$ cat src/rtl/uart_rx_sampler_if.sv
// Shared frame-config types and the bit-stream bundle between uart_rx_sampler and uart_rx.
// The sampler drives the master side; uart_rx consumes the slave side.
package uart_rx_sampler_pkg;
    typedef enum logic [1:0] {
        PARITY_NONE = 2'd0,
        PARITY_ODD  = 2'd1,
        PARITY_EVEN = 2'd2
    } parity_t;

    typedef enum logic {
        STOP_BITS_1 = 1'b0,
        STOP_BITS_2 = 1'b1
    } stop_bits_t;
endpackage

interface uart_rx_sampler_if;
    logic bit_strobe;
    logic bit_value;
    logic frame_start;
    logic frame_done;
    logic framing_error;
    logic false_start;
    logic busy;
    logic break_det;

    modport master (
        output bit_strobe, bit_value, frame_start, frame_done,
               framing_error, false_start, busy, break_det
    );

    modport slave (
        input  bit_strobe, bit_value, frame_start, frame_done,
               framing_error, false_start, busy, break_det
    );
endinterface

$ cat src/rtl/uart_rx_sampler.sv
// UART receive front end: rx synchronizer, start validation, mid-bit 3-sample majority vote.
// Optional line-break detection is enabled with the macro UART_RX_SAMPLER_BREAK_DETECT_EN.
module uart_rx_sampler
    import uart_rx_sampler_pkg::*;
#(
    parameter int DIV_W   = 16,
    parameter int MIN_DIV = 4
) (
    input  logic              clk,
    input  logic              rst,
    input  logic              rx_in,
    input  logic [DIV_W-1:0]  baud_div,
    input  logic [3:0]        num_data_bits,
    input  parity_t           parity,
    input  stop_bits_t        stop_bits,
    uart_rx_sampler_if.master rx_bits
);

`ifdef UART_RX_SAMPLER_BREAK_DETECT_EN
    typedef enum logic [1:0] {IDLE, START, DATA, BREAK} state_t;
`else
    typedef enum logic [1:0] {IDLE, START, DATA} state_t;
`endif

    function automatic logic maj3(input logic [2:0] h);
        return (h[0] & h[1]) | (h[0] & h[2]) | (h[1] & h[2]);
    endfunction

    function automatic logic [DIV_W-1:0] clamp_div(input logic [DIV_W-1:0] d);
        return (d < DIV_W'(MIN_DIV)) ? DIV_W'(MIN_DIV) : d;
    endfunction

    function automatic logic [3:0] frame_len(input logic [3:0] nd, input parity_t p,
                                             input stop_bits_t s);
        logic [3:0] n;
        n = (nd < 4'd5) ? 4'd5 : ((nd > 4'd8) ? 4'd8 : nd);
        return 4'd1 + n + ((p != PARITY_NONE) ? 4'd1 : 4'd0) + ((s == STOP_BITS_2) ? 4'd2 : 4'd1);
    endfunction

    logic [1:0]       sync_q;
    logic [2:0]       hist_q;
    logic             rx_s;
    logic             vote;
    state_t           state_q, state_d;
    logic [DIV_W-1:0] cyc_q, cyc_d;
    logic [DIV_W-1:0] div_q, div_d;
    logic [3:0]       idx_q, idx_d;
    logic [3:0]       fbits_q, fbits_d;
    logic             stop2_q, stop2_d;
    logic             ferr_q, ferr_d;
    logic             strobe_q, strobe_d;
    logic             value_q, value_d;
    logic             fstart_q, fstart_d;
    logic             done_q, done_d;
    logic             ferr_out_q, ferr_out_d;
    logic             fs_q, fs_d;
    logic             busy_q, busy_d;
    logic             stop_bit;
    logic             last_bit;
    logic             ferr_now;
`ifdef UART_RX_SAMPLER_BREAK_DETECT_EN
    logic             ones_q, ones_d;
    logic             brk_q, brk_d;
`endif

    assign rx_s     = sync_q[1];
    assign vote     = maj3(hist_q);
    assign stop_bit = idx_q >= (fbits_q - (stop2_q ? 4'd2 : 4'd1));
    assign last_bit = idx_q == (fbits_q - 4'd1);
    assign ferr_now = ferr_q | (stop_bit & ~vote);

    always_ff @(posedge clk) begin
        if (rst) begin
            sync_q <= 2'b11;
            hist_q <= 3'b111;
        end else begin
            sync_q <= {sync_q[0], rx_in};
            hist_q <= {hist_q[1:0], rx_s};
        end
    end

    always_comb begin
        state_d    = state_q;
        cyc_d      = cyc_q;
        idx_d      = idx_q;
        div_d      = div_q;
        fbits_d    = fbits_q;
        stop2_d    = stop2_q;
        ferr_d     = ferr_q;
        strobe_d   = 1'b0;
        value_d    = 1'b0;
        fstart_d   = 1'b0;
        done_d     = 1'b0;
        ferr_out_d = 1'b0;
        fs_d       = 1'b0;
`ifdef UART_RX_SAMPLER_BREAK_DETECT_EN
        ones_d     = ones_q;
        brk_d      = 1'b0;
`endif
        case (state_q)
            IDLE: begin
                if (!rx_s) begin
                    state_d = START;
                    cyc_d   = '0;
                    idx_d   = 4'd0;
                    ferr_d  = 1'b0;
                    div_d   = clamp_div(baud_div);
                    fbits_d = frame_len(num_data_bits, parity, stop_bits);
                    stop2_d = (stop_bits == STOP_BITS_2);
`ifdef UART_RX_SAMPLER_BREAK_DETECT_EN
                    ones_d  = 1'b0;
`endif
                end
            end
            START: begin
                if (cyc_q == ((div_q >> 1) - DIV_W'(1))) begin
                    cyc_d = '0;
                    if (vote) begin
                        fs_d    = 1'b1;
                        state_d = IDLE;
                    end else begin
                        strobe_d = 1'b1;
                        fstart_d = 1'b1;
                        idx_d    = 4'd1;
                        state_d  = DATA;
                    end
                end else begin
                    cyc_d = cyc_q + DIV_W'(1);
                end
            end
            DATA: begin
                if (cyc_q == (div_q - DIV_W'(1))) begin
                    strobe_d = 1'b1;
                    value_d  = vote;
                    cyc_d    = '0;
                    idx_d    = idx_q + 4'd1;
                    ferr_d   = ferr_now;
`ifdef UART_RX_SAMPLER_BREAK_DETECT_EN
                    ones_d   = ones_q | vote;
`endif
                    // Leave mid-stop-bit so a start bit right after the stop bit is seen
                    if (last_bit) begin
                        done_d     = 1'b1;
                        ferr_out_d = ferr_now;
                        state_d    = IDLE;
`ifdef UART_RX_SAMPLER_BREAK_DETECT_EN
                        if (!ones_q && !vote) begin
                            brk_d   = 1'b1;
                            state_d = BREAK;
                        end
`endif
                    end
                end else begin
                    cyc_d = cyc_q + DIV_W'(1);
                end
            end
`ifdef UART_RX_SAMPLER_BREAK_DETECT_EN
            BREAK: begin
                // Require a full bit period of idle line before re-arming
                if (!rx_s) begin
                    cyc_d = '0;
                end else if (cyc_q == (div_q - DIV_W'(1))) begin
                    cyc_d   = '0;
                    state_d = IDLE;
                end else begin
                    cyc_d = cyc_q + DIV_W'(1);
                end
            end
`endif
            default: state_d = IDLE;
        endcase
        busy_d = (state_d == DATA) | done_d;
    end

    always_ff @(posedge clk) begin
        if (rst) begin
            state_q    <= IDLE;
            cyc_q      <= '0;
            idx_q      <= 4'd0;
            div_q      <= '0;
            fbits_q    <= 4'd0;
            stop2_q    <= 1'b0;
            ferr_q     <= 1'b0;
            strobe_q   <= 1'b0;
            value_q    <= 1'b0;
            fstart_q   <= 1'b0;
            done_q     <= 1'b0;
            ferr_out_q <= 1'b0;
            fs_q       <= 1'b0;
            busy_q     <= 1'b0;
        end else begin
            state_q    <= state_d;
            cyc_q      <= cyc_d;
            idx_q      <= idx_d;
            div_q      <= div_d;
            fbits_q    <= fbits_d;
            stop2_q    <= stop2_d;
            ferr_q     <= ferr_d;
            strobe_q   <= strobe_d;
            value_q    <= value_d;
            fstart_q   <= fstart_d;
            done_q     <= done_d;
            ferr_out_q <= ferr_out_d;
            fs_q       <= fs_d;
            busy_q     <= busy_d;
        end
    end

`ifdef UART_RX_SAMPLER_BREAK_DETECT_EN
    always_ff @(posedge clk) begin
        if (rst) begin
            ones_q <= 1'b0;
            brk_q  <= 1'b0;
        end else begin
            ones_q <= ones_d;
            brk_q  <= brk_d;
        end
    end
    assign rx_bits.break_det = brk_q;
`else
    assign rx_bits.break_det = 1'b0;
`endif

    assign rx_bits.bit_strobe    = strobe_q;
    assign rx_bits.bit_value     = value_q;
    assign rx_bits.frame_start   = fstart_q;
    assign rx_bits.frame_done    = done_q;
    assign rx_bits.framing_error = ferr_out_q;
    assign rx_bits.false_start   = fs_q;
    assign rx_bits.busy          = busy_q;

endmodule
$ cat src/flat_wrapper.sv
// flat-port wrapper written by rule: the top's interface ports become plain ports
module uart_rx_sampler_flat import uart_rx_sampler_pkg::*;
#(
    parameter int DIV_W   = 16,
    parameter int MIN_DIV = 4
)
  (clk, rst, rx_in, baud_div, num_data_bits, parity, stop_bits, rx_bits_bit_strobe, rx_bits_bit_value, rx_bits_frame_start, rx_bits_frame_done, rx_bits_framing_error, rx_bits_false_start, rx_bits_busy, rx_bits_break_det);
  uart_rx_sampler_if rx_bits_i ();
  input  logic clk;
  input  logic rst;
  input  logic rx_in;
  input  logic [DIV_W-1:0] baud_div;
  input  logic [3:0] num_data_bits;
  input  parity_t parity;
  input  stop_bits_t stop_bits;
  output wire logic [$bits(rx_bits_i.bit_strobe)-1:0] rx_bits_bit_strobe;
  output wire logic [$bits(rx_bits_i.bit_value)-1:0] rx_bits_bit_value;
  output wire logic [$bits(rx_bits_i.frame_start)-1:0] rx_bits_frame_start;
  output wire logic [$bits(rx_bits_i.frame_done)-1:0] rx_bits_frame_done;
  output wire logic [$bits(rx_bits_i.framing_error)-1:0] rx_bits_framing_error;
  output wire logic [$bits(rx_bits_i.false_start)-1:0] rx_bits_false_start;
  output wire logic [$bits(rx_bits_i.busy)-1:0] rx_bits_busy;
  output wire logic [$bits(rx_bits_i.break_det)-1:0] rx_bits_break_det;
  assign rx_bits_bit_strobe = rx_bits_i.bit_strobe;
  assign rx_bits_bit_value = rx_bits_i.bit_value;
  assign rx_bits_frame_start = rx_bits_i.frame_start;
  assign rx_bits_frame_done = rx_bits_i.frame_done;
  assign rx_bits_framing_error = rx_bits_i.framing_error;
  assign rx_bits_false_start = rx_bits_i.false_start;
  assign rx_bits_busy = rx_bits_i.busy;
  assign rx_bits_break_det = rx_bits_i.break_det;
  uart_rx_sampler #(.DIV_W(DIV_W), .MIN_DIV(MIN_DIV)) u_core (.clk(clk), .rst(rst), .rx_in(rx_in), .baud_div(baud_div), .num_data_bits(num_data_bits), .parity(parity), .stop_bits(stop_bits), .rx_bits(rx_bits_i));
endmodule
$ cat config.mk
export PLATFORM = sky130hd
export DESIGN_NAME = uart_rx_sampler_flat
export DESIGN_NICKNAME = d
export VERILOG_FILES = /design/src/rtl/uart_rx_sampler_if.sv /design/src/rtl/uart_rx_sampler.sv /design/src/flat_wrapper.sv
export SDC_FILE = /design/constraint.sdc
export NUM_CORES = 1
export LEC_CHECK = 0
export ABC_AREA = 1
export CAP_MARGIN = 0
export CORE_ASPECT_RATIO = 0.6
export CORE_MARGIN = 10
export CORE_UTILIZATION = 59
export CTS_CLUSTER_SIZE = 40
export DETAILED_ROUTE_END_ITERATION = 8
export GPL_TIMING_DRIVEN = 0
export PLACE_DENSITY = 0.88
export SLEW_MARGIN = 20
export SYNTH_ARGS = -nofsm -noshare
export SYNTH_HDL_FRONTEND = slang
export SYNTH_SLANG_ARGS = --single-unit
$ cat constraint.sdc
create_clock -name clk -period 2.9 [get_ports clk]
set_clock_uncertainty 0.2 [all_clocks]
set_input_delay 0.87 -clock clk [delete_from_list [all_inputs] [get_ports clk]]
set_output_delay 0.87 -clock clk [all_outputs]
set_load 0.05 [all_outputs]
**Word level (Yosys, flattened, before mapping)**

Index checks and enable logic that the tools add are counted.

- Magnitude comparators: 4
- Equal/unequal tests: 10
- Add/sub/neg operators: 9
- Muxes and demuxes: 32
- Bitwise gates (word level): 15
- Reductions and logical operators: 12

Operators with widths:

| operator | number |
|---|---|
| $mux W16 | 4 |
| $pmux W16 S3 | 1 |
| $eq A16 B16 Y1 | 2 |
| $mux W4 | 6 |
| $add A16 B1 Y16 const B | 1 |
| $lt A16 B3 Y1 const B | 1 |
| $sub A15 B1 Y16 const B | 1 |
| $sub A16 B1 Y16 const B | 1 |
| $mux W2 | 7 |
| $pmux W4 S3 | 1 |
| $mux W1 | 10 |
| $add A4 B4 Y4 | 2 |
| $not A1 Y1 | 7 |
| $pmux W2 S3 | 1 |
| $reduce_or A3 Y1 | 2 |
| $reduce_and A5 Y1 | 1 |
| $add A1 B4 Y4 const A | 1 |
| $add A4 B1 Y4 const B | 1 |
| $and A1 B1 Y1 | 4 |
| $eq A2 B2 Y1 const B | 2 |
| $eq A4 B4 Y1 | 1 |
| $ge A4 B4 Y1 | 1 |
| $gt A4 B4 Y1 const B | 1 |
| $lt A4 B3 Y1 const B | 1 |
| 14 further kinds | 22 |

- Bits of input ports: 26
- Word-level logic and storage cells: 98
- Register bits: 56

**Depth between registers and ports, before layout**

- Word-level depth: 8
- Mapped depth: 19

**Worst setup path after synthesis**

Ideal clock, no wire load.

- Path kind: input port to flip-flop
- From: input num_data_bits[2]
- To: register u_core.fbits_q[3]
- Stages: 11
- Setup time: 117 ps
- Arrival time: 2116 ps
- Setup slack: 467 ps
- Cell sequence: nand2_1 > o21ai_0 > ha_1 > inv_1 > ha_1 > nand2_1 > nor2_1 > a211oi_1 > nor2_1 > o221ai_1 > inv_1

- Word-level cells in the longest chain between the ends: 6

RTL lines:

| what | line | RTL |
|---|---|---|
| from (decl) | flat_wrapper.sv:13 | `input logic [3:0] num_data_bits;` |
| $gt A4 B4 Y1 | uart_rx_sampler.sv:36 | `n = (nd < 4'd5) ? 4'd5 : ((nd > 4'd8) ? 4'd8 : nd);` |
| $mux W4 | uart_rx_sampler.sv:36 |  |
| $mux W4 * | uart_rx_sampler.sv:36 |  |
| $add A1 B4 Y4 * | uart_rx_sampler.sv:37 | `return 4'd1 + n + ((p != PARITY_NONE) ? 4'd1 : 4'd0) + ((s == STOP_BITS_2) ? 4'd2 : 4'd1);` |
| $add A4 B4 Y4 * (2 in a row) | uart_rx_sampler.sv:37 |  |
| to (signal assigned) | uart_rx_sampler.sv:196 | `fbits_q <= fbits_d;` |
| to (decl) | uart_rx_sampler.sv:48 | `logic [3:0] fbits_q, fbits_d;` |

Every way passes the cells marked *; elsewhere a longest branch is shown, timed or not.
A chain may end at the register's enable or synchronous reset.

**Worst setup path after layout**

- From: register u_core.div_q[0]
- To: register u_core.cyc_q[2]

- Word-level cells in the longest chain between the ends: 4

RTL lines:

| what | line | RTL |
|---|---|---|
| from (decl) | uart_rx_sampler.sv:46 | `logic [DIV_W-1:0] div_q, div_d;` |
| from (signal assigned) | uart_rx_sampler.sv:195 | `div_q <= div_d;` |
| $sub A16 B1 Y16 | uart_rx_sampler.sv:132 | `if (cyc_q == (div_q - DIV_W'(1))) begin` |
| $eq A16 B16 Y1 | uart_rx_sampler.sv:132 |  |
| $mux W16 | uart_rx_sampler.sv:132 |  |
| $pmux W16 S3 | uart_rx_sampler.sv:100 | `case (state_q)` |
| to (signal assigned) | uart_rx_sampler.sv:193 | `cyc_q <= cyc_d;` |
| to (decl) | uart_rx_sampler.sv:45 | `logic [DIV_W-1:0] cyc_q, cyc_d;` |

Every way passes these cells.

==> metrics.yaml <==
floorplan:
  coreArea_um2: 6730
  start_util_pct: 61.2
  die_w_um: 128
  num_io_pins: 34
  die_area_um2: 10800
  rows: 23
  floorplan.die.height_um: 84.7
worst_setup_path:
  end_kind: "register"
  critPathMaxFanout: 10
  worstSetupPathType: "register to register"
  required_ns: 2.85
  crit-reg2reg-launch: "u_core.div_q[0]"
  rr_endpoint: "u_core.cyc_q[2]"
  max_stage_delay_ns: 0.38
  worstPathCellList: "inv_1 -> ha_1 -> nand2_1 -> inv_1 -> nor2_1 -> nand2_1 -> nor2_1 -> nand2_1 -> nor2_1 -> nand3_1 -> nor2_2 -> nand3_2 -> nand2_4 -> nand2_4 -> buf_6 -> nand4_1 -> a21oi_1"
  path_buf_inv: 3
  rrSetupSlack_ns: 0.15
  arrival_ns: 2.70
  cp_slowest_cell: "dfxtp_1"
  ff2ff_path_depth: 17
  startpoint_type: "register"
  cpLargestDelayFamily: "simple AND/OR/NAND/NOR gates"
power:
  finalPower_uw: 1990
  power_density_nw_per_um2: 422
  swShare_pct: 33.8
  leakage_uw: 0.00212
  switching_power_uw: 671
  clock_power_share_pct: 31.2
  p_seq_share_pct: 41.0
  combPwrFrac_pct: 27.9
  ir_drop_mv: 0.295
  p_int_uw: 1320
clock_network:
  clock_path_buffers: 2
  path_clk_slew_ns: 0.07
  holdBufCountCts: 0
  clkLatencyLatePin_ns: 0.31
  cts_tree: "yes"
  cts_root_buf: "clkbuf_16"
  cts_htree_levels: 2
  post-cts-setup-buffers: 0
  clkSinkCount: 56
  cts_buffers: 5
sta:
  rsz0062_at_grt: "false"
  finalCritPeriodShare_pct: 94.7
  tightest_slew_ns: 0.709
  min_period_ns: 2.75
  setup_viol: 0
  maxSlewHeadroom_pct: 52.7
  hold_slack_ns: 0.216
  fmax_ghz: 0.364
  finalHoldViolations: 0
  drv_slew: 0
worst_hold_path:
  min_from: "u_core.hist_q[1]"
  min_to: "u_core.hist_q[2]"
  min_path_type: "register to register"
  whs_path_depth: 2
global_routing:
  grt.total_usage_pct: 22.7
  use_met2_pct: 33.4
  grt_util_met1_pct: 31.1
  grt_pass1_vias: 3946
  use_met3_pct: 7.03
  overflow: 0
  grt_max_degree: 18
  antenna_found_initial: 0
  grt_pass1_wl_um: 19900
  grt.busiest_layer: "met2"
detailed_routing:
  wire_per_inst_um: 16.7
  ant_nets: 0
  route.detailed.drc: 0
  drt-vias-per-instance: 5.57
  dr.first_iter.drc_count: 535
  wirelength_um: 12400
  vias: 4130
  first_pass_iters: 5
synthesis:
  synth_cell_types: 44
  synth_most_common_cell: "nand2_1"
  ys.flop_type: "dfxtp_1"
  syn-num-nets: 663
  async_reset_ff_share_pct: 0
  syn_area_um2: 4120
  synth_edf_count: 0
  ys_top_cells_by_count: "144 x nand2_1, 77 x nor2_1, 75 x inv_1, 56 x dfxtp_1"
  ys_seq_area_share_pct: 27.2
  synth_seq_cells: 56
  yosys.area.top_type: "dfxtp_1"
  postSynthAreaPerCell_um2: 6.70
  ys_warn_count: 0
  netlist_instances: 615
  ys_top_cells_by_area: "dfxtp_1 27%, nand2_1 13%, nor2_1 7.0%"
  netlist.area_leader.share_pct: 27.2
finish:
  num-nets-final: 702
  syn2layout_area_growth_pct: 14.5
  seq_area_um2: 1120
  fillers: 582
  drive_above_1_share_pct: 9.92
  multi_input_area_um2: 2620
  diodes: 0
placed_design:
  port_buffers: 32
  hpwl_um: 9750
  routabilityCongestion: 0.983
outcome:
  status: "finished, final reports clean"
run:
  cap_violations: 0
power groups by stage:
stage / clock network, uW / registers [uW] / logic (uW)
floorplan: 0 / 824 / 382
global placement: 0 / 831 / 512
detailed placement: 0 / 831 / 531
CTS: 627 / 813 / 537
global route: 662 / 817 / 615
finish: 620 / 815 / 554
worst register-to-register path, cell delays in order, from the launching register on:
cell and delay [ns]:
dfxtp_1 0.38, inv_1 0.11, ha_1 0.32, nand2_1 0.09
inv_1 0.05, nor2_1 0.08, nand2_1 0.07, nor2_1 0.12
nand2_1 0.06, nor2_1 0.20, nand3_1 0.12, nor2_2 0.18
nand3_2 0.11, nand2_4 0.14, nand2_4 0.09, buf_6 0.15
nand4_1 0.07, a21oi_1 0.08
sequential cells by signal (all words and copies together) (netlist names):
signal / cells
u_core.stop2_q: 1
u_core.rx_bits.busy: 1
u_core.fbits_q: 4
u_core.rx_bits.false_start: 1
u_core.div_q: 16
u_core.idx_q: 4
u_core.state_q: 2
u_core.cyc_q: 16
u_core.hist_q: 3
u_core.sync_q: 2
u_core.rx_bits.frame_done: 1
u_core.rx_bits.bit_strobe: 1
u_core.rx_bits.framing_error: 1
u_core.rx_bits.bit_value: 1
u_core.ferr_q: 1
u_core.rx_bits.frame_start: 1
placed cells by master (no fill, tap or decap), types with 2 or more instances in the layout:
master,synthesis,final
nand2_1,144,143
nor2_1,77,75
inv_1,75,73
dfxtp_1,56,55
clkdlybuf4s50_1,0,31
nand3_1,29,29
a21oi_1,29,29
o21ai_0,25,24
xor2_1,21,21
ha_1,20,18
nand4_1,17,17
xnor2_1,16,16
clkbuf_1,12,13
a211oi_1,11,10
nor2_2,8,10
nor2_4,10,10
nand2_2,7,8
or2_2,6,6
nor4_1,5,5
inv_2,3,5
clkbuf_16,0,5
o21ai_1,3,4
nand3b_1,4,4
nor3_1,3,3
buf_2,3,3
nand2_4,3,3
o22ai_1,3,3
buf_6,2,2
buf_4,2,2
or2_1,2,2
and2_1,2,2
o211ai_1,2,2
fa_1,2,2
ha_2,0,2
timing repair:
action / CTS / global route
gates resized for setup: 0 / 11
setup endpoints to repair: 0 / 23
endpoints found under the hold margin: 0 / 0
area by class of cell:
cell class                      count  area share [%]
Sequential cell                    56            23.8
Clock inverter                      2           0.345
Clock buffer                        6            2.73
Tap cell                           87            2.31
Multi-Input combinational cell    461            55.6
Buffer                             20            2.18
Timing Repair Buffer               32            6.85
Inverter                           78            6.21
how the worst max path moves through the flow:
| stage | endpoint | slack [ns] | depth (start not counted) | start |
|---|---|---|---|---|
| after floorplan | u_core.fbits_q[3] | 0.47 | 11 | num_data_bits[2] |
| final | u_core.cyc_q[2] | 0.15 | 17 | u_core.div_q[0] |
| after detailed placement | u_core.fbits_q[3] | -0.25 | 12 | num_data_bits[3] |
| after global placement | u_core.fbits_q[3] | -0.16 | 12 | num_data_bits[3] |
| after CTS | u_core.fbits_q[3] | 0.06 | 12 | num_data_bits[3] |
| after global routing | u_core.cyc_q[2] | 0.01 | 17 | u_core.div_q[0] |
stage by stage:
stage          setup slack (ns)  cells  instance area (um^2)  setup TNS [ns]  util [%]
2_1_floorplan             0.467    615                  4120               0         -
3_3_place_gp             -0.159    734                  4550          -0.330      67.6
3_5_place_dp             -0.253    734                  4550          -0.552      67.6
4_1_cts                  0.0553    742                  4690               0      69.7
5_1_grt                  0.0119    742                  4720               0      70.0
6_report                  0.154    742                  4720               0      70.0
metal layers:
| metal | vias to the layer above | wire length [um] |
|---|---|---|
| li1 | 2041 | - |
| met1 | 1846 | 5510 |
| met2 | 227 | 5200 |
| met3 | 16 | 1530 |
| met4 | 0 | 174 |
| met5 | - | 0 |
logic make-up (layout without fill, tap and decap cells):
group	Yosys count	in the layout	synth area share, %
XOR/XNOR	38	38	8.41
flip-flops	56	56	27.2
AND/OR/NAND/NOR	320	320	36.3
buffers and inverters	98	138	9.60
other	1	1	0.0910
adder cells (fa/ha/maj)	22	22	7.05
AO/OA/AOI/OAI	80	80	11.4
Note: power is estimated with default switching activity, not from simulation.
